==> src/rtl/series_ctrl.sv <==
// Moore sequencer for the alternating power-series datapath: load x/y, then per term
// tmp*=x^2, tmp*=coef, test tmp<y, res+=/-=tmp, bounded to MAX_TERMS accumulations.
module series_ctrl #(
  parameter int MAX_TERMS = 4,
  parameter int CNT_W     = 3
) (
  input  logic             clk,
  input  logic             rst,
  input  logic             start,
  input  logic             parity,
  input  logic             stop_sign,
  output logic             reg_x_ld,
  output logic             reg_y_ld,
  output logic             reg_tmp_init1,
  output logic             reg_res_init1,
  output logic             cnt_init0,
  output logic             sel_x,
  output logic             sel_rom,
  output logic             reg_tmp_ld,
  output logic             cnt_en,
  output logic             reg_res_ld,
  output logic             invert,
  output logic             minus,
  output logic             busy,
  output logic             done,
  output logic [CNT_W-1:0] term_cnt
);

  typedef enum logic [2:0] {
    S_IDLE    = 3'd0,
    S_LOAD    = 3'd1,
    S_MUL_X   = 3'd2,
    S_MUL_ROM = 3'd3,
    S_CHECK   = 3'd4,
    S_ACCUM   = 3'd5,
    S_DONE    = 3'd6
  } state_t;

  localparam logic [CNT_W-1:0] MAX_CNT = CNT_W'(MAX_TERMS);
  localparam logic [CNT_W-1:0] ONE     = CNT_W'(1);

  state_t           state_q, state_d;
  logic [CNT_W-1:0] term_cnt_q, term_cnt_d;

  logic load_q, load_d;
  logic sel_x_q, sel_x_d;
  logic sel_rom_q, sel_rom_d;
  logic tmp_ld_q, tmp_ld_d;
  logic cnt_en_q, cnt_en_d;
  logic res_ld_q, res_ld_d;
  logic busy_q, busy_d;
  logic done_q, done_d;

  // Next-state and term counter
  always_comb begin
    state_d    = state_q;
    term_cnt_d = term_cnt_q;
    case (state_q)
      S_IDLE: begin
        if (start) begin
          state_d    = S_LOAD;
          term_cnt_d = '0;
        end
      end
      S_LOAD:    state_d = S_MUL_X;
      S_MUL_X:   state_d = S_MUL_ROM;
      S_MUL_ROM: state_d = S_CHECK;
      S_CHECK:   state_d = stop_sign ? S_DONE : S_ACCUM;
      S_ACCUM: begin
        if (term_cnt_q != MAX_CNT) begin
          term_cnt_d = term_cnt_q + ONE;
        end
        state_d = (term_cnt_q >= MAX_CNT - ONE) ? S_DONE : S_MUL_X;
      end
      S_DONE:    state_d = S_IDLE;
      default:   state_d = S_IDLE;
    endcase
  end

  // Strobes are decoded from the next state so they are flops aligned with state_q.
  always_comb begin
    load_d    = (state_d == S_LOAD);
    sel_x_d   = (state_d == S_MUL_X);
    sel_rom_d = (state_d == S_MUL_ROM);
    tmp_ld_d  = (state_d == S_MUL_X) || (state_d == S_MUL_ROM);
    cnt_en_d  = (state_d == S_MUL_ROM);
    res_ld_d  = (state_d == S_ACCUM);
    busy_d    = (state_d != S_IDLE);
    done_d    = (state_d == S_DONE);
  end

  always_ff @(posedge clk) begin
    if (rst) begin
      state_q    <= S_IDLE;
      term_cnt_q <= '0;
      load_q     <= 1'b0;
      sel_x_q    <= 1'b0;
      sel_rom_q  <= 1'b0;
      tmp_ld_q   <= 1'b0;
      cnt_en_q   <= 1'b0;
      res_ld_q   <= 1'b0;
      busy_q     <= 1'b0;
      done_q     <= 1'b0;
    end else begin
      state_q    <= state_d;
      term_cnt_q <= term_cnt_d;
      load_q     <= load_d;
      sel_x_q    <= sel_x_d;
      sel_rom_q  <= sel_rom_d;
      tmp_ld_q   <= tmp_ld_d;
      cnt_en_q   <= cnt_en_d;
      res_ld_q   <= res_ld_d;
      busy_q     <= busy_d;
      done_q     <= done_d;
    end
  end

  assign reg_x_ld      = load_q;
  assign reg_y_ld      = load_q;
  assign reg_tmp_init1 = load_q;
  assign reg_res_init1 = load_q;
  assign cnt_init0     = load_q;
  assign sel_x         = sel_x_q;
  assign sel_rom       = sel_rom_q;
  assign reg_tmp_ld    = tmp_ld_q;
  assign cnt_en        = cnt_en_q;
  assign reg_res_ld    = res_ld_q;
  // parity reflects the coefficient counter already advanced in MUL_ROM, so it is live here
  assign invert        = res_ld_q & parity;
  assign minus         = res_ld_q & parity;
  assign busy          = busy_q;
  assign done          = done_q;
  assign term_cnt      = term_cnt_q;

endmodule

==> config.mk <==
export PLATFORM = sky130hd
export DESIGN_NAME = series_ctrl
export DESIGN_NICKNAME = d
export VERILOG_FILES = /design/src/rtl/series_ctrl.sv
export SDC_FILE = /design/constraint.sdc
export NUM_CORES = 1
export LEC_CHECK = 0
export ABC_CLOCK_PERIOD_IN_PS = 2500
export CAP_MARGIN = 20
export CORE_MARGIN = 3
export CORE_UTILIZATION = 45
export DETAILED_ROUTE_END_ITERATION = 10
export HOLD_SLACK_MARGIN = 0.02
export PLACE_DENSITY = 0.82
export SYNTH_ARGS = -nofsm -noshare
export SYNTH_HDL_FRONTEND = slang
export SYNTH_SLANG_ARGS = --single-unit
==> constraint.sdc <==
create_clock -name clk -period 2.5 [get_ports clk]
set_input_delay 0.375 -clock clk [delete_from_list [all_inputs] [get_ports clk]]
set_output_delay 0.375 -clock clk [all_outputs]
set_load 0.02 [all_outputs]
==> impl_metrics.py <==
metrics = {
    "outcome": {
        "status": "completed",
    },
    "placed_design": {
        "dp_hpwl_um": 913.2,
        "port_buffers": 21,
        "pre_cts_slack_ns": 0.5775,
        "routabilityCongestion": 0.7742,
        "placed_area_um2": 769.5,
    },
    "sta": {
        "min_period_over_period_pct": 76.89,
        "fin_skew_ns": 0.007883,
        "setup_violations": 0,
        "rsz0062_at_grt": "false",
        "timing_hold_violations_final": 0,
        "slew_headroom_pct": 75.00,
        "period_needed_ns": 1.922,
        "fmax_mhz": 520.3,
        "worst_slack_ns": 0.5779,
        "setup_tns_ns": 0,
        "worst-slew-pin-transition_ns": 0.3744,
        "drv_slew": 0,
    },
    "power": {
        "power_density_nw_per_um2": 581.5,
        "p_int_mw": 0.3293,
        "clockPowerShare_pct": 28.0,
        "seqPwrFrac_pct": 50.9,
        "peakVddDrop_mv": 0.4284,
        "netSwitchingFraction_pct": 28.95,
        "p_comb_share_pct": 21.1,
        "switchingPower_mw": 0.1342,
        "leakagePower_nw": 0.2913,
    },
    "setup_path": {
        "cp_max_fo": 2,
        "start_kind": "input pin",
        "crit_path_frequent_cell": "clkdlybuf4s50_1",
        "path_buf_inv": 2,
        "cp.depth": 3,
        "slowest_delay_ns": 0.60,
        "path_cells": "clkdlybuf4s50_1, and2_1, clkdlybuf4s50_1",
        "critPathSlowestCell": "clkdlybuf4s50_1",
        "crit_family": "buffers and inverters",
        "crit_required_ns": 2.12,
        "reg2reg_depth": 6,
        "critical_path.endpoint_type": "output pin",
        "crit_type": "in2out",
        "arrival_ns": 1.55,
    },
    "cells_and_area": {
        "fillers": 108,
        "drive_gt1_share_pct": 7.229,
        "syn_to_final_growth_pct": 32.16,
        "final_nets": 92,
        "fin_util_pct": 67.19,
        "antenna_cells": 0,
        "stdcell_area_um2": 797.0,
    },
    "route": {
        "drtAntennaViolNets": 0,
        "routed_via_density": 5.082,
        "post_drt_wl_per_cell_um": 12.21,
        "wl_um": 1184,
        "route.vias.total": 493,
        "drc": 0,
        "dr.first_iter.drc_count": 10,
        "drtPass1Iterations": 5,
    },
    "floorplan": {
        "die_x_um": 42.61,
        "die_y_um": 42.61,
        "coreArea_um2": 1186,
        "die-area_um2": 1816,
        "start_util_pct": 50.84,
        "ioPinCount": 22,
        "rows": 12,
    },
    "cts": {
        "clkLatencyLatePin_ns": 0.28,
        "clk_pin_slew_ns": 0.08,
        "cts_setup_buffers": 0,
        "numCtsBuffers": 3,
        "tritoncts": "built",
        "clk_path_buf_depth": 2,
        "post_cts_resized": 0,
        "cts_root_buf": "clkbuf_4",
        "ctsHtreeMaxLevel": 1,
        "clkSinkCount": 13,
        "ctsHoldBuffers": 0,
    },
    "global_routing": {
        "grt_antenna_before_repair": 0,
        "grt_pass1_vias": 446,
        "grt_overflow": 0,
        "grt_usage_pct": 15.01,
        "grt_pass1_wl_um": 2063,
        "grt_start_max_net_pins": 14,
    },
    "worst_hold_path": {
        "hold_depth": 2,
        "hold_class": "reg2reg",
    },
    "yosys": {
        "synth_seq_area_share_pct": 43.15,
        "syn_inst": 66,
        "synth.avg_cell_area_um2": 9.138,
        "synthesis.nets": 74,
        "ys_warn_count": 0,
        "async_flop_share_pct": 0,
        "yosysUniqueCellTypes": 26,
        "synth_edf_count": 0,
        "ys.flop_type": "dfxtp_1",
        "ys_ff_latch": 13,
        "netlist_area_um2": 603.1,
    },
    "job": {
        "drv_cap": 0,
    },
}
-- worst reg2reg max path, stage by stage, from the launching register on --
cell and delay, ns:
dfxtp_1 0.41, inv_1 0.08, ha_1 0.19, nand2_1 0.10, a22oi_2 0.11, or4b_1 0.48, a21oi_1 0.15
-- cell usage after synthesis (all sizes together), types with 2 or more instances --
library cell | count | area share (%)
nand2 | 3 | 1.9
buf | 8 | 10
a21oi | 4 | 3.3
dfxtp | 13 | 43
ha | 3 | 6.2
nand2b | 2 | 2.1
nor2b | 2 | 2.1
nor2 | 9 | 5.6
o21ai | 3 | 2.5
and2 | 2 | 2.5
inv | 5 | 3.1
-- metal layers --
layer	global-route usage, %	wire [um]	vias to the layer above
met3	7.725	78	2
met2	20.97	535	19
met5	0	0	-
met4	3.727	18	0
met1	20.21	551	219
li1	-	-	253
-- kinds of logic (layout without fill, tap and decap cells) --
kind of cell	Yosys count	count (layout)	share of synthesized area (%)
simple gates	23	23	20.13
compound gates	14	14	17.22
flops	13	13	43.15
fa+ha+maj	3	3	6.225
buf+inv	13	30	13.28
-- placed cells by master, fill, tap and decap left out --
master	netlist	routed
clkdlybuf4s50_1	0	21
a2111o_1	1	1
o22a_1	1	1
or3_1	1	1
ha_1	3	3
nor2b_1	2	2
and2_4	1	1
o21ai_0	3	3
inv_1	5	5
nand3b_1	1	1
and2_1	1	1
clkinv_2	0	1
o32a_1	1	1
or2_1	1	1
clkbuf_4	0	3
o21a_1	1	1
nand2_1	3	3
a21oi_1	4	4
or4b_1	1	1
a32o_1	1	1
nand2b_1	2	2
a22oi_2	1	1
a221oi_1	1	1
dfxtp_1	13	13
nand4_1	1	1
nor2_1	9	9
-- power by group through the flow --
stage                     Combinational, mW  Sequential [mW]  Clock, mW
after detailed placement             0.0982            0.240          0
after global routing                  0.105            0.239      0.146
after global placement               0.0972            0.239          0
after floorplan                      0.0576            0.245          0
after CTS                            0.0987            0.236      0.132
final                                0.0980            0.236      0.130
-- state kept, by name (all words and copies together), names as in the netlist --
| name | cells |
|---|---|
| busy | 1 |
| cnt_en | 1 |
| done | 1 |
| cnt_init0 | 1 |
| sel_x | 1 |
| reg_tmp_ld | 1 |
| term_cnt | 3 |
| reg_res_ld | 1 |
| state_q | 3 |
-- layout make-up --
| type | instances | area (um2) | area share [%] |
|---|---|---|---|
| clock buffer | 3 | 22.52 | 2.826 |
| clock inverter | 1 | 5.005 | 0.6279 |
| inverter | 5 | 18.77 | 2.355 |
| multi-input combinational | 40 | 262.8 | 32.97 |
| sequential | 13 | 260.3 | 32.65 |
| tap | 14 | 17.52 | 2.198 |
| timing repair buffer | 21 | 210.2 | 26.37 |
-- stage by stage --
step                      power (mW)  std cells  hold slack [ns]
after floorplan               0.3025         66           0.4441
after global placement        0.3366         93           0.5104
after detailed placement      0.3387         93           0.5163
after CTS                     0.4668         97           0.5273
after global routing          0.4900         97           0.5568
final                         0.4635         97           0.5196
-- path summary, 6_finish.rpt --
check | from | to | slack [ns]
max | parity | invert | 0.58
min | term_cnt[2] | term_cnt[2] | 0.52
max reg2reg | term_cnt[0] | term_cnt[2] | 0.93
min reg2reg | term_cnt[2] | term_cnt[2] | 0.52
No activity file was read; power rests on OpenSTA's default activity.
==> patch, RTL diff (same settings) <==
Remove the register `sel_x_q`: a continuous assignment takes its place, so the output `sel_x` follows one clock earlier.
--- a/src/rtl/series_ctrl.sv
+++ b/src/rtl/series_ctrl.sv
@@ -96,3 +96,2 @@
       load_q     <= 1'b0;
-      sel_x_q    <= 1'b0;
       sel_rom_q  <= 1'b0;
@@ -107,3 +106,2 @@
       load_q     <= load_d;
-      sel_x_q    <= sel_x_d;
       sel_rom_q  <= sel_rom_d;
@@ -116,2 +114,4 @@
   end
+
+  assign sel_x_q = sel_x_d;
 
Check against the original RTL: not equivalent (Yosys sat finds a counterexample within 4 cycles, from zero or initial values and one cycle with rst high).
==> patch against the original RTL <==
Worst setup slack got worse by 0.34 ns. Synthesized area increased by 2.9%. Clock skew decreased by 0.0051 ns. Sequential cell count decreased by 1. Hold slack improved by 0.0045 ns. Die area increased by 2.5%. Synthesized cell count unchanged. Design area increased by 0.94%. Register-to-register slack improved by 0.14 ns. Total power increased by 1.5%. Count of clock-buffer cells in the layout increased by 1. Wire length increased by 11%. Sequential power decreased by 8.9%.
==> patch: results (changes against the original RTL) <==
| Metric | Value |
|---|---|
| Synth area leaders | `dfxtp_1 39%, buf_4 8.5%, ha_1 6.0%, buf_6 5.4%, nor2_1 4.8% (was dfxtp_1 43%, buf_4 7.5%, ha_1 6.2%, nor2_1 5.6%, a21oi_1 3.3%)` |
| CP arrival | `1.88 ns (was 1.55 ns)` |
| Clock latency on the worst-skew pair | `0.28 ns (about the same)` |
| Layout Skew | `0.00275 ns (was 0.00788 ns)` |
| Hold Path Depth | `1 (was 2)` |
| Worst-margin pin slew | `0.416 ns (was 0.374 ns)` |
| Via density | `5.38 (was 5.08)` |
| FF-to-FF path depth | `6 (unchanged)` |
| Seq/Total Area, Yosys | `0.387 (was 0.432)` |
| VDD IR max | `0.375 mV (was 0.428 mV)` |
| Cts bufs inserted | `3 (unchanged)` |
| 1st-iter DRT viols | `14 (was 10)` |
| Commonest register cell after synthesis | `dfxtp_1 (unchanged)` |
| Layout Nets | `91 (was 92)` |
| Netlist cell types | `27 (was 26)` |
| GRT Resource Usage Total | `0.158 (was 0.150)` |
| CP peak stage delay | `0.36 ns (was 0.60 ns)` |
| Slowest stage cell, crit path | `dfxtp_1 (was clkdlybuf4s50_1)` |
| Crit path to | `sel_x (was invert)` |
| Final setup violation count | `0 (unchanged)` |
| HP Class | `reg2reg (unchanged)` |
| Pleak | `0.310 nW (was 0.291 nW)` |
| Critical path origin | `term_cnt[0] (was parity)` |
| Initial antenna violation count | `0 (unchanged)` |
| Ratio of cells with drive above 1 in the final layout | `0.159 (was 0.0723)` |
| Synth cell count leaders | `12 x dfxtp_1, 8 x nor2_1, 7 x buf_4 (was 13 x dfxtp_1, 9 x nor2_1, 6 x buf_4)` |
| CTS clk-pin slew, worst paths | `0.08 ns (about the same)` |
| Clk buf depth | `2 (unchanged)` |
| Total Wirelength | `1320 um (was 1180 um)` |
| Vias in the first global route | `472 (was 446)` |
| H-tree levels | `1 (unchanged)` |
| First-pass GRT wire length | `2170 um (was 2060 um)` |
| Routability congestion estimate | `0.842 (was 0.774)` |
| IO buf count | `21 (unchanged)` |
| R2R Setup Slk | `1.07 ns (was 0.93 ns)` |
| Fillers | `106 (was 108)` |
| Pin count of the biggest net entering global routing | `12 (was 14)` |
| # diodes | `0 (unchanged)` |
| Drt first pass iters | `4 (was 5)` |
| Critical path fanouts, max | `4 (was 2)` |
| FMAX | `0.443 GHz (was 0.520 GHz)` |
| Cell Area, Placed | `769 um^2 (unchanged)` |
| Number of setup buffers added after CTS | `0 (unchanged)` |
| Outcome | `finished, final reports clean (unchanged)` |
| EDFF count, synth | `0 (unchanged)` |
| Clock root buffer | `clkbuf_4 (unchanged)` |
| Finished Core Util | `0.670 (was 0.672)` |
| Final HPWL DP | `940 um (was 913 um)` |
| Fraction of registers with async set/reset | `0 (unchanged)` |
| Syn Nets | `74 (unchanged)` |
| Pre-CTS setup slack | `0.143 ns (was 0.578 ns)` |
| Reg2reg end | `reg_res_ld (was term_cnt[2])` |
| YS warnings | `0 (unchanged)` |
==> patch: cell types whose count changed after synthesis, sizes merged, moves of 2 or more <==
cell	before	now
nor3	0	2
o22ai	0	2
o21ai	3	0
nor2	9	11
buf	8	10
nand2b	2	0
o211ai	0	2
==> patch: kinds of logic (layout without fill, tap and decap cells) <==
family                     Yosys count  count (layout)  synth area share
AOI/OAI and AO/OA                   14              14             0.198
adders and majority gates            3               3            0.0605
DFF                                 12              12             0.387
buffers and inverters               16              32             0.175
muxes                                1               1            0.0161
and+or+nand+nor                     20              20             0.163
==> patch: layout make-up <==
| type | count | share of cell area |
|---|---|---|
| multi-input cells | 38 | 0.337 |
| clock buffers | 4 | 0.0451 |
| repair buffers | 22 | 0.269 |
| flip-flops and latches | 12 | 0.299 |
| inverters | 6 | 0.0280 |
| well taps | 14 | 0.0218 |
==> patch: stage by stage <==
stage,std cells,power (W)
after floorplan,66,0.000290
after global placement,92,0.000316
after detailed placement,92,0.000318
after CTS,96,0.000469
after global routing,96,0.000490
final,96,0.000470
==> patch: worst min path at each step <==
stage	from	to	slack, ns
after floorplan	state_q[0]	cnt_en	0.53
after global placement	term_cnt[0]	term_cnt[0]	0.50
after detailed placement	term_cnt[0]	term_cnt[0]	0.51
after CTS	term_cnt[0]	term_cnt[0]	0.52
after global routing	term_cnt[0]	term_cnt[0]	0.55
final	term_cnt[0]	term_cnt[0]	0.52
==> patch: repair_timing <==
item	4_1_cts	5_1_grt
gates resized for setup	1	0
hold buffers	0	0
setup endpoints to repair	1	0
==> patch: metal layers <==
| layer | track usage | share of wire |
|---|---|---|
| met4 | 0.0904 | 0.022 |
| met3 | 0.0381 | 0.058 |
| met1 | 0.201 | 0.45 |
| met5 | 0 | 0 |
| met2 | 0.239 | 0.47 |
==> patch: worst max-delay path, delay by kind of cell, from the launching register on <==
family,cells,cell delay (ns)
DFF,1,0.36
AOI/OAI and AO/OA,2,0.38
buffers and inverters,1,0.36
and+or+nand+nor,1,0.11
adders and majority gates,2,0.40
==> patch: report_power, final <==
group,internal (W),switching (W),total [W]
clock,0.0000886,0.0000681,0.000157
combinational,0.0000465,0.0000524,0.0000990
sequential,0.000201,0.0000134,0.000215
total,0.000336,0.000134,0.000470
